**config.mk**
```make
export PLATFORM = sky130hd
export DESIGN_NAME = bist_response_analyzer_flat
export DESIGN_NICKNAME = d
export VERILOG_FILES = /design/src/rtl/bist_response_analyzer_pkg.sv /design/src/rtl/bist_response_analyzer_if.sv /design/src/rtl/bist_response_analyzer_misr.sv /design/src/rtl/bist_response_analyzer.sv /design/src/flat_wrapper.sv
export SDC_FILE = /design/constraint.sdc
export NUM_CORES = 1
export LEC_CHECK = 0
export BUFFER_PORTS_ARGS = -buffer_cell sky130_fd_sc_hd__buf_4
export CAP_MARGIN = 20
export CORE_UTILIZATION = 37
export DETAILED_ROUTE_END_ITERATION = 8
export PLACE_DENSITY = 0.62
export SETUP_SLACK_MARGIN = 0.5
export SLEW_MARGIN = 20
export SYNTH_ARGS = -nofsm -noshare
export SYNTH_HDL_FRONTEND = slang
export SYNTH_SLANG_ARGS = --single-unit
export TNS_END_PERCENT = 20
```
**constraint.sdc**
```tcl
create_clock -name clk -period 2.9 [get_ports clk]
set_input_delay 0.145 -clock clk [delete_from_list [all_inputs] [get_ports clk]]
set_output_delay 0.145 -clock clk [all_outputs]
set_load 0.005 [all_outputs]
```
**src/rtl/bist_response_analyzer_pkg.sv**
```systemverilog
// rtl/bist_response_analyzer_pkg.sv - shared BIST types, default constants and MISR step
package bist_pkg;

    typedef enum logic [1:0] {
        ST_IDLE    = 2'd0,
        ST_ARMED   = 2'd1,
        ST_COMPACT = 2'd2,
        ST_CHECK   = 2'd3
    } bist_state_t;

    localparam logic [7:0] DEFAULT_POLY = 8'h1D;
    localparam logic [7:0] DEFAULT_SEED = 8'h00;
    localparam int         MISR_MAX_W   = 64;

    // Width-generic MISR step; callers zero-extend into MISR_MAX_W and truncate the result.
    function automatic logic [MISR_MAX_W-1:0] misr_step(
        input logic [MISR_MAX_W-1:0] sig,
        input logic [MISR_MAX_W-1:0] din,
        input logic [MISR_MAX_W-1:0] poly,
        input int                    width
    );
        logic [MISR_MAX_W-1:0] fb;
        logic [MISR_MAX_W-1:0] mask;
        fb   = (((sig >> (width - 1)) & MISR_MAX_W'(1)) != '0) ? poly : '0;
        mask = (MISR_MAX_W'(1) << width) - MISR_MAX_W'(1);
        return ((sig << 1) ^ fb ^ din) & mask;
    endfunction

endpackage

```
**src/rtl/bist_response_analyzer_if.sv**
```systemverilog
// rtl/bist_response_analyzer_if.sv - controller strobes, CUT bus and verdict outputs
interface bist_response_analyzer_if #(
    parameter int WIDTH = 8
);
    logic             init;
    logic             running;
    logic             toggle;
    logic             finish;
    logic [WIDTH-1:0] cut_out;
    logic [WIDTH-1:0] signature;
    logic             busy;
    logic             done;
    logic             pass;
    logic             fail;
    logic             proto_err;

    modport master (
        output init, running, toggle, finish, cut_out,
        input  signature, busy, done, pass, fail, proto_err
    );

    modport slave (
        input  init, running, toggle, finish, cut_out,
        output signature, busy, done, pass, fail, proto_err
    );
endinterface

```
**src/rtl/bist_response_analyzer_misr.sv**
```systemverilog
// rtl/bist_response_analyzer_misr.sv - WIDTH-bit MISR register with seed load
module bist_misr
    import bist_pkg::*;
#(
    parameter int               WIDTH = 8,
    parameter logic [WIDTH-1:0] POLY  = WIDTH'(DEFAULT_POLY),
    parameter logic [WIDTH-1:0] SEED  = WIDTH'(DEFAULT_SEED)
) (
    input  logic             clk,
    input  logic             reset,
    input  logic             load,
    input  logic [WIDTH-1:0] seed,
    input  logic             en,
    input  logic [WIDTH-1:0] din,
    output logic [WIDTH-1:0] q
);
    logic [WIDTH-1:0] q_q;
    logic [WIDTH-1:0] q_d;

    always_comb begin
        q_d = q_q;
        if (load) begin
            q_d = seed;
        end else if (en) begin
            q_d = WIDTH'(misr_step(MISR_MAX_W'(q_q), MISR_MAX_W'(din),
                                   MISR_MAX_W'(POLY), WIDTH));
        end
    end

    always_ff @(posedge clk or posedge reset) begin
        if (reset) q_q <= SEED;
        else       q_q <= q_d;
    end

    assign q = q_q;
endmodule

```
**src/rtl/bist_response_analyzer.sv**
```systemverilog
// rtl/bist_response_analyzer.sv - MISR compaction, run-length/protocol checks and verdict
// Optional toggle-alternation check enabled by BIST_TOGGLE_CHECK_EN.
module bist_response_analyzer
    import bist_pkg::*;
#(
    parameter int               WIDTH  = 8,
    parameter int               NRUN   = 11,
    parameter logic [WIDTH-1:0] POLY   = WIDTH'(DEFAULT_POLY),
    parameter logic [WIDTH-1:0] SEED   = WIDTH'(DEFAULT_SEED),
    parameter logic [WIDTH-1:0] GOLDEN = '0
) (
    input  logic                         clk,
    input  logic                         reset,
    bist_response_analyzer_if.slave      bus
);
    localparam int CW = $clog2(NRUN + 2);

    bist_state_t      state_q, state_d;
    logic [CW-1:0]    cnt_q, cnt_d, cnt_inc;
    logic             proto_q, proto_d;
    logic             pass_q, pass_d;
    logic             fail_q, fail_d;
    logic             load, en, tgl_err;
    logic [WIDTH-1:0] sig_q, sig_step, sig_fin;

`ifdef BIST_TOGGLE_CHECK_EN
    logic tgl_q, tgl_d;

    always_ff @(posedge clk or posedge reset) begin
        if (reset) tgl_q <= 1'b0;
        else       tgl_q <= tgl_d;
    end

    assign tgl_d   = en ? bus.toggle : tgl_q;
    // Only running cycles already in COMPACT have a predecessor to compare against.
    assign tgl_err = (state_q == ST_COMPACT) && bus.running && (bus.toggle == tgl_q);
`else
    assign tgl_err = 1'b0;
`endif

    bist_misr #(.WIDTH(WIDTH), .POLY(POLY), .SEED(SEED)) u_misr (
        .clk   (clk),
        .reset (reset),
        .load  (load),
        .seed  (SEED),
        .en    (en),
        .din   (bus.cut_out),
        .q     (sig_q)
    );

    assign sig_step = WIDTH'(misr_step(MISR_MAX_W'(sig_q), MISR_MAX_W'(bus.cut_out),
                                       MISR_MAX_W'(POLY), WIDTH));
    assign cnt_inc  = (cnt_q == {CW{1'b1}}) ? cnt_q : cnt_q + CW'(1);

    always_ff @(posedge clk or posedge reset) begin
        if (reset) begin
            state_q <= ST_IDLE;
            cnt_q   <= '0;
            proto_q <= 1'b0;
            pass_q  <= 1'b0;
            fail_q  <= 1'b0;
        end else begin
            state_q <= state_d;
            cnt_q   <= cnt_d;
            proto_q <= proto_d;
            pass_q  <= pass_d;
            fail_q  <= fail_d;
        end
    end

    always_comb begin
        state_d = state_q;
        cnt_d   = cnt_q;
        proto_d = proto_q;
        pass_d  = pass_q;
        fail_d  = fail_q;
        load    = 1'b0;
        en      = 1'b0;
        sig_fin = sig_q;
        unique case (state_q)
            ST_IDLE: begin
                if (bus.init) begin
                    state_d = ST_ARMED;
                    load    = 1'b1;
                    cnt_d   = '0;
                    proto_d = 1'b0;
                    pass_d  = 1'b0;
                    fail_d  = 1'b0;
                end
            end
            ST_ARMED: begin
                if (bus.running) begin
                    en      = 1'b1;
                    cnt_d   = cnt_inc;
                    state_d = bus.finish ? ST_CHECK : ST_COMPACT;
                end else if (bus.finish) begin
                    proto_d = 1'b1;
                    state_d = ST_CHECK;
                end else if (bus.init) begin
                    load    = 1'b1;
                    cnt_d   = '0;
                    proto_d = 1'b0;
                end
            end
            ST_COMPACT: begin
                if (bus.finish) begin
                    en      = bus.running;
                    cnt_d   = bus.running ? cnt_inc : cnt_q;
                    proto_d = proto_q | tgl_err;
                    state_d = ST_CHECK;
                end else if (bus.init) begin
                    proto_d = 1'b1;
                    load    = 1'b1;
                    cnt_d   = '0;
                    state_d = ST_ARMED;
                end else if (bus.running) begin
                    en      = 1'b1;
                    cnt_d   = cnt_inc;
                    proto_d = proto_q | tgl_err;
                end
            end
            ST_CHECK: begin
                state_d = ST_IDLE;
            end
            default: state_d = ST_IDLE;
        endcase
        if (en) sig_fin = sig_step;
        if ((state_d == ST_CHECK) && (state_q != ST_CHECK)) begin
            pass_d = (sig_fin == GOLDEN) && (cnt_d == CW'(NRUN)) && !proto_d;
            fail_d = !pass_d;
        end
    end

    always_comb begin
        bus.busy = 1'b0;
        bus.done = 1'b0;
        unique case (state_q)
            ST_ARMED, ST_COMPACT: bus.busy = 1'b1;
            ST_CHECK:             bus.done = 1'b1;
            default: ;
        endcase
    end

    assign bus.signature = sig_q;
    assign bus.pass      = pass_q;
    assign bus.fail      = fail_q;
    assign bus.proto_err = proto_q;
endmodule

```
**src/flat_wrapper.sv**
```systemverilog
// flat-port wrapper written by rule: the top's interface ports become plain ports
module bist_response_analyzer_flat import bist_pkg::*;
#(
    parameter int               WIDTH  = 8,
    parameter int               NRUN   = 11,
    parameter logic [WIDTH-1:0] POLY   = WIDTH'(DEFAULT_POLY),
    parameter logic [WIDTH-1:0] SEED   = WIDTH'(DEFAULT_SEED),
    parameter logic [WIDTH-1:0] GOLDEN = '0
)
  (clk, reset, bus_init, bus_running, bus_toggle, bus_finish, bus_cut_out, bus_signature, bus_busy, bus_done, bus_pass, bus_fail, bus_proto_err);
  bist_response_analyzer_if #(.WIDTH(WIDTH)) bus_i ();
  input  logic clk;
  input  logic reset;
  input wire logic [$bits(bus_i.init)-1:0] bus_init;
  input wire logic [$bits(bus_i.running)-1:0] bus_running;
  input wire logic [$bits(bus_i.toggle)-1:0] bus_toggle;
  input wire logic [$bits(bus_i.finish)-1:0] bus_finish;
  input wire logic [$bits(bus_i.cut_out)-1:0] bus_cut_out;
  output wire logic [$bits(bus_i.signature)-1:0] bus_signature;
  output wire logic [$bits(bus_i.busy)-1:0] bus_busy;
  output wire logic [$bits(bus_i.done)-1:0] bus_done;
  output wire logic [$bits(bus_i.pass)-1:0] bus_pass;
  output wire logic [$bits(bus_i.fail)-1:0] bus_fail;
  output wire logic [$bits(bus_i.proto_err)-1:0] bus_proto_err;
  assign bus_i.init = bus_init;
  assign bus_i.running = bus_running;
  assign bus_i.toggle = bus_toggle;
  assign bus_i.finish = bus_finish;
  assign bus_i.cut_out = bus_cut_out;
  assign bus_signature = bus_i.signature;
  assign bus_busy = bus_i.busy;
  assign bus_done = bus_i.done;
  assign bus_pass = bus_i.pass;
  assign bus_fail = bus_i.fail;
  assign bus_proto_err = bus_i.proto_err;
  bist_response_analyzer #(.WIDTH(WIDTH), .NRUN(NRUN), .POLY(POLY), .SEED(SEED), .GOLDEN(GOLDEN)) u_core (.clk(clk), .reset(reset), .bus(bus_i));
endmodule
```
==> flow_summary_export.csv, run 1 <==
group,metric,value,unit
status,status,"completed",
sta,slew_violations,0,
critical_path,crit_path_end_kind,"register",
critical_path,cp_max_fo,17,
placed_design,finalWeightedCongestion,0.854,
critical_path,worstPathBufferInverterCount,1,
synthesis,dominantRegCellSynth,"dfrtp_1",
die,chipWidth,60.3,um
synthesis,synth_top_area_share,33.9,%
die,io_pins,27,
synthesis,synth_area_leaders,"dfrtp_1 34%, xnor2_1 6.3%, ha_1 5.0%, nor2_1 3.3%, a21oi_1 3.2%",
die,start_util,40.2,%
detailed_routing,antenna_left,0,
critical_path,r2r-start,"u_core.state_q[1]",
sta,fin_setup_tns,0,ns
hold_path,hold_start,"bus_cut_out[5]",
global_route,globalRouteOverflowTotal,0,
detailed_routing,finalWirelength,2770,um
sta,relSlewSlack,55.0,%
critical_path,crit_type,"reg -> reg",
critical_path,worst_r2r_path_depth,7,
final_layout,syn_to_final_growth,19.3,%
final_layout,area.sequential,425,um2
sta,setup_viol,0,
hold_path,hold_depth,3,
detailed_routing,first_pass_iters,4,
sta,final_hold_viol_count,0,
critical_path,max_stage_delay,0.40,ns
sta,tightest_slew,0.675,ns
sta,fin_crit,2.27,ns
final_layout,multi_input_comb_area,771,um2
synthesis,synth.avg_cell_area,9.24,um2
detailed_routing,via_per_inst,5.42,
detailed_routing,drt_iter0_markers,85,
die,die_area,0.00363,mm2
clocking,clk_latency,0.30,ns
clocking,clock_path_buffers,2,
synthesis,yosysTopAreaCell,"dfrtp_1",
critical_path,slowest_stage,"dfrtp_1",
pwr,power.density,889,mW/mm2
run,drv_cap,0,
synthesis,synth-async-reset-ratio,100,%
critical_path,r2r_end,"u_core.bus.fail",
global_route,grt_pass1_vias,976,
critical_path,r2r_slack,0.63,ns
sta,fmax,441,MHz
critical_path,crit_chain,"inv_1, ha_2, or3b_4, and2_2, o31a_1, nor4_2, a41oi_1",
synthesis,synth_area,0.00126,mm2
sta,fin_ws,0.635,ns
synthesis,ys_ff_latch,17,
placed_design,dpl.hpwl,2150,um
pwr,p_leak,0.703,nW
hold_path,min_to,"u_core.u_misr.q[5]",
placed_design,portBuffers,25,
synthesis,yosys_warnings,0,
clocking,htree_num_levels,1,
synthesis,yosysMostFrequentCell,"dfrtp_1",
clocking,cts.sink_count,17,
critical_path,worst_ep_required_time,3.08,ns
clocking,cts_buffers,3,
final_layout,final_core_util,47.9,%
detailed_routing,num_vias,1106,
sta,rsz0062_at_grt,"false",
final_layout,fin_nets,180,
global_route,busiest_layer,"met2",
global_route,grt_usage,16.8,%
synthesis,synth_edf_count,0,
detailed_routing,drt_drc_violations_left,0,
final_layout,drive_gt1_share,30.0,%
clocking,worst_setup_hold_path_clk_slew,0.11,ns
final_layout,nFillCells,316,
synthesis,yosysSeqAreaShare,33.9,%
clocking,cts_tree,"yes",
synthesis,yosys-top-cells-count,"17 x dfrtp_1, 11 x nor2_1, 10 x nand2_1",
global_route,grt_pass1_wl,4490,um
die,die_h,60.3,um
critical_path,worst_ep_arrival_time,2.44,ns
final_layout,antenna_cells,0,
pwr,max-vdd-ir-drop,0.000492,V
hold_path,hold_class,"in -> reg",
critical_path,cp-start-kind,"register",
die,coreArea,0.00313,mm2
sta,period_share,78.1,%
critical_path,cp_top_family,"simple AND/OR/NAND/NOR gates",
global_route,grtUsageMet2,26.2,%
detailed_routing,routedWlPerCell,13.6,um
placed_design,post-place-ws,0.465,ns
global_route,grt_max_degree,18,
critical_path,worstSetupStartpoint,"u_core.state_q[1]",
synthesis,synthDistinctLibCells,54,
synthesis,synth_cells,136,
global_route,antenna_found_initial,0,
clocking,root_buffer,"clkbuf_4",
die,rows,20,
sta,clock-skew-final,0.00875,ns
global_route,met3_usage,2.60,%
synthesis,synth_nets,155,
global_route,met1_usage,22.6,%
## layout make-up
type	count	share of cell area (%)
clock buffers	3	1.50
clock inverters	1	0.334
inverters	6	1.50
multi-input cells	107	51.4
flip-flops and latches	17	28.4
well taps	44	3.67
repair buffers	26	13.2
## where the power goes
part           internal [mW]  leakage, nW  total [mW]  switching, mW
clock                 0.0515       0.0177       0.132         0.0804
sequential             0.315        0.223       0.410         0.0942
combinational          0.390        0.462       0.791          0.401
total                  0.756        0.703        1.33          0.576
## how the worst max path moves through the flow
stage                                 end  slack [ns]  cells past startpoint
after floorplan           u_core.bus.fail        0.75                      9
after global placement    u_core.bus.fail        0.51                      7
after detailed placement  u_core.bus.fail        0.46                      7
after CTS                 u_core.bus.fail        0.54                      7
after global routing      u_core.bus.fail        0.53                      7
final                     u_core.bus.fail        0.63                      7
## per-layer routing
layer	vias to the layer above	part of all wire, %
met5	-	0
met4	0	1.5
met3	5	5.3
met2	30	46
met1	520	47
li1	551	-
## per-stage QoR
stage	hold WS [ns]	instance area, um2	instances	total power, mW
4_1_cts	0.136	1490	204	1.33
6_report	0.141	1500	204	1.33
5_1_grt	0.152	1500	204	1.43
3_3_place_gp	0.274	1460	199	1.18
3_5_place_dp	0.272	1460	199	1.20
2_1_floorplan	0.0711	1260	136	0.973
## cell families after synthesis
group / synth area share [%]
flops: 33.9
fa+ha+maj: 4.98
buf+inv: 5.28
compound gates: 24.4
simple gates: 23.4
xor+xnor: 8.07
## what timing repair did
action / in CTS / in global routing
hold buffers: 1 / 0
setup endpoints to repair: 1 / 2
buffers inserted: 0 / 0
gates resized for setup: 1 / 2
gates cloned: 0 / 0
hold endpoints to repair: 17 / 0
pin swaps: 0 / 0
## flip-flops by register name, indices dropped and copies added, names as in the netlist
register / flops
u_core.u_misr.q: 8
u_core.cnt_q: 4
u_core.state_q: 2
u_core.bus.fail: 1
u_core.bus.pass: 1
u_core.bus.proto_err: 1
## tightest hold or removal path: cells and delay by family
kind / cells / cell delay, ns
buffers and inverters: 1 / 0.10
xor gates and xnor gates: 1 / 0.11
AOI/OAI and AO/OA: 1 / 0.06
## cell usage in the layout, fill, tap and decap left out, types with 2 or more instances in the layout
master,n
buf_4,25
dfrtp_1,17
nor2_1,11
nand2_1,10
xnor2_1,9
a21oi_1,8
inv_1,6
a211oi_1,5
o21ai_0,4
nand3_1,3
nor3_1,3
o21bai_1,3
a21o_2,3
ha_1,3
clkbuf_4,3
and2_2,2
nand2b_1,2
or2_2,2
and2b_2,2
o41ai_1,2
nand4_1,2
and3_2,2
ha_2,2
Note: power is estimated with default switching activity, not from simulation.
==> run 2, diff against run 1 <==
--- a/config.mk
+++ b/config.mk
@@ -5,11 +5,12 @@
 export SDC_FILE = /design/constraint.sdc
 export NUM_CORES = 1
 export LEC_CHECK = 0
+export ABC_AREA = 1
 export BUFFER_PORTS_ARGS = -buffer_cell sky130_fd_sc_hd__buf_4
 export CAP_MARGIN = 20
 export CORE_UTILIZATION = 37
 export DETAILED_ROUTE_END_ITERATION = 8
-export PLACE_DENSITY = 0.62
+export PLACE_DENSITY = 0.64
 export SETUP_SLACK_MARGIN = 0.5
 export SLEW_MARGIN = 20
 export SYNTH_ARGS = -nofsm -noshare
==> constraint.sdc (replaced) <==
create_clock -name clk -period 1.8 [get_ports clk]
set_input_delay 0.09 -clock clk [delete_from_list [all_inputs] [get_ports clk]]
set_output_delay 0.09 -clock clk [all_outputs]
set_load 0.005 [all_outputs]
==> flow_summary_export.csv, run 2 <==
group,metric,value,unit
clocking,cts_buffers,3,
pwr,max-vdd-ir-drop,0.000667,V
critical_path,crit_type,"reg -> reg",
clocking,cts_tree,"yes",
synthesis,synth-async-reset-ratio,100,%
hold_path,hold_start,"bus_cut_out[4]",
die,die_area,0.00357,mm2
detailed_routing,drt_drc_violations_left,0,
detailed_routing,first_pass_iters,4,
run,drv_cap,0,
synthesis,yosysSeqAreaShare,34.4,%
placed_design,post-place-ws,0.00400,ns
die,rows,20,
detailed_routing,via_per_inst,4.61,
global_route,grt_pass1_wl,4820,um
clocking,clk_latency,0.29,ns
critical_path,worst_r2r_path_depth,11,
hold_path,hold_class,"in -> reg",
synthesis,dominantRegCellSynth,"dfrtp_1",
die,coreArea,0.00310,mm2
final_layout,final_core_util,56.0,%
final_layout,antenna_cells,0,
synthesis,yosysTopAreaCell,"dfrtp_1",
global_route,grt_max_degree,18,
final_layout,final_common_cell,"nand2_1",
critical_path,worst_ep_required_time,1.98,ns
status,status,"finished with violations",
placed_design,dpl.hpwl,2150,um
clocking,clock_path_buffers,2,
synthesis,synth_area_leaders,"dfrtp_1 34%, nand2_1 21%, inv_1 9.1%, nand3_1 6.5%, ha_1 5.1%",
die,io_pins,27,
sta,final_hold_viol_count,0,
synthesis,ys_ff_latch,17,
synthesis,synth_nets,203,
synthesis,yosys-top-cells-count,"68 x nand2_1, 30 x inv_1, 17 x dfrtp_1",
sta,setup_viol,2,
placed_design,finalWeightedCongestion,0.847,
sta,clock-skew-final,0.00544,ns
global_route,antenna_found_initial,0,
final_layout,drive_gt1_share,32.0,%
synthesis,yosysMostFrequentCell,"nand2_1",
synthesis,yosys_warnings,0,
critical_path,r2r-start,"u_core.state_q[0]",
critical_path,cp-start-kind,"register",
detailed_routing,routedWlPerCell,11.2,um
sta,tightest_slew,0.637,ns
critical_path,worst_ep_arrival_time,1.99,ns
final_layout,fin_nets,245,
critical_path,worstPathBufferInverterCount,2,
critical_path,cp_max_fo,7,
sta,rsz0062_at_grt,"true",
status,violations,"setup timing",
final_layout,layout_common_cells,"63 x nand2_1, 36 x buf_4, 24 x inv_1",
critical_path,slowest_stage,"dfrtp_1",
placed_design,portBuffers,25,
die,start_util,39.8,%
detailed_routing,drt_iter0_markers,27,
sta,whs,0.168,ns
critical_path,crit_chain,"inv_2, ha_4, nand2_4, clkinv_4, nand3_4, nand2_2, o21ai_2, nor2_1, nand3_1, nor2_2, a21oi_1",
sta,fin_crit,1.81,ns
sta,fmax,551,MHz
critical_path,worstSetupStartpoint,"u_core.state_q[0]",
global_route,grt_pass1_vias,1099,
pwr,power.density,1410,mW/mm2
sta,period_share,101,%
sta,slew_violations,0,
detailed_routing,antenna_left,0,
critical_path,crit_path_end,"u_core.bus.fail",
global_route,globalRouteOverflowTotal,0,
sta,relSlewSlack,57.5,%
synthesis,synthDistinctLibCells,24,
clocking,cts.sink_count,17,
final_layout,syn_to_final_growth,40.8,%
clocking,htree_num_levels,1,
synthesis,synth.avg_cell_area,6.71,um2
clocking,worst_setup_hold_path_clk_slew,0.09,ns
final_layout,largest_register_ffs,8,
detailed_routing,num_vias,1241,
global_route,grt_usage,18.2,%
die,chipWidth,59.8,um
sta,fin_ws,-0.0145,ns
die,die_h,59.8,um
synthesis,synth_top_area_share,34.4,%
critical_path,crit_path_end_kind,"register",
synthesis,synth_area,0.00123,mm2
synthesis,synth_edf_count,0,
synthesis,synth_cells,184,
critical_path,r2r_slack,-0.01,ns
sta,fin_setup_tns,-0.0159,ns
critical_path,max_stage_delay,0.44,ns
clocking,root_buffer,"clkbuf_4",
detailed_routing,finalWirelength,3000,um
critical_path,cp_top_family,"simple AND/OR/NAND/NOR gates",
pwr,p_leak,0.937,nW
critical_path,r2r_end,"u_core.bus.fail",
critical_path,cp.depth,11,
-- run 2: changes by cell type after synthesis, moves of 3 or more --
| cell | delta |
|---|---|
| nand3_1 | +13 |
| o21ai_1 | +3 |
| a21o_2 | -3 |
| a21oi_1 | -6 |
| inv_1 | +24 |
| o21ai_0 | +5 |
| nand2_1 | +58 |
| a211oi_1 | -5 |
| xnor2_1 | -6 |
| o21bai_1 | -3 |
-- run 2: cell families after synthesis --
logic type | synth area share, %
buffers and inverters | 10.7
adders and majority gates | 5.07
AOI/OAI and AO/OA | 10.0
DFF | 34.4
xor gates and xnor gates | 3.55
and+or+nand+nor | 36.2
-- run 2: per-layer routing --
metal / share of wire [%] / global-route usage, % / vias up
met4: 0.73 / 4.98 / 0
met3: 4.4 / 5.41 / 4
met1: 47 / 24.6 / 559
met5: 0 / 0 / -
met2: 48 / 28.4 / 22
li1: - / - / 656
-- run 2: through the flow --
stage	instance area, um2	power [mW]	instances
3_3_place_gp	1560	1.96	260
3_5_place_dp	1560	1.97	260
6_report	1740	2.45	269
5_1_grt	1740	2.68	269
4_1_cts	1680	2.34	268
2_1_floorplan	1260	1.49	184
-- run 2: cell type report --
| class | count | area [um2] |
|---|---|---|
| clock buffer | 4 | 26.3 |
| fill | 327 | 1360 |
| inverter | 31 | 129 |
| multi-input combinational | 135 | 812 |
| sequential | 17 | 425 |
| tap | 44 | 55.1 |
| timing repair buffer | 38 | 292 |
-- run 2: what timing repair did --
| item | 4_1_cts | 5_1_grt |
|---|---|---|
| pin swaps | 13 | 10 |
| setup endpoints to repair | 16 | 19 |
| hold endpoints to repair | 17 | 0 |
| gates cloned | 1 | 0 |
| hold buffers | 1 | 0 |
| setup buffers | 2 | 1 |
| gates resized for setup | 16 | 15 |
-- run 2: worst min-delay path by stage --
stage                         end  cells after the start
4_1_cts        u_core.u_misr.q[4]                      6
3_3_place_gp      u_core.bus.fail                      2
6_report       u_core.u_misr.q[4]                      6
3_5_place_dp      u_core.bus.fail                      2
2_1_floorplan     u_core.bus.fail                      1
5_1_grt        u_core.u_misr.q[4]                      6
-- run 2: power by group --
| part | switching [mW] | internal, mW |
|---|---|---|
| registers | 0.143 | 0.508 |
| clock network | 0.119 | 0.0863 |
| logic | 0.858 | 0.736 |
-- run 2: worst register-to-register path: stages, from the launching register on --
cell	delay, ns
dfrtp_1	0.44
inv_2	0.10
ha_4	0.29
nand2_4	0.05
clkinv_4	0.07
nand3_4	0.13
nand2_2	0.10
o21ai_2	0.06
nor2_1	0.15
nand3_1	0.10
nor2_2	0.13
a21oi_1	0.08
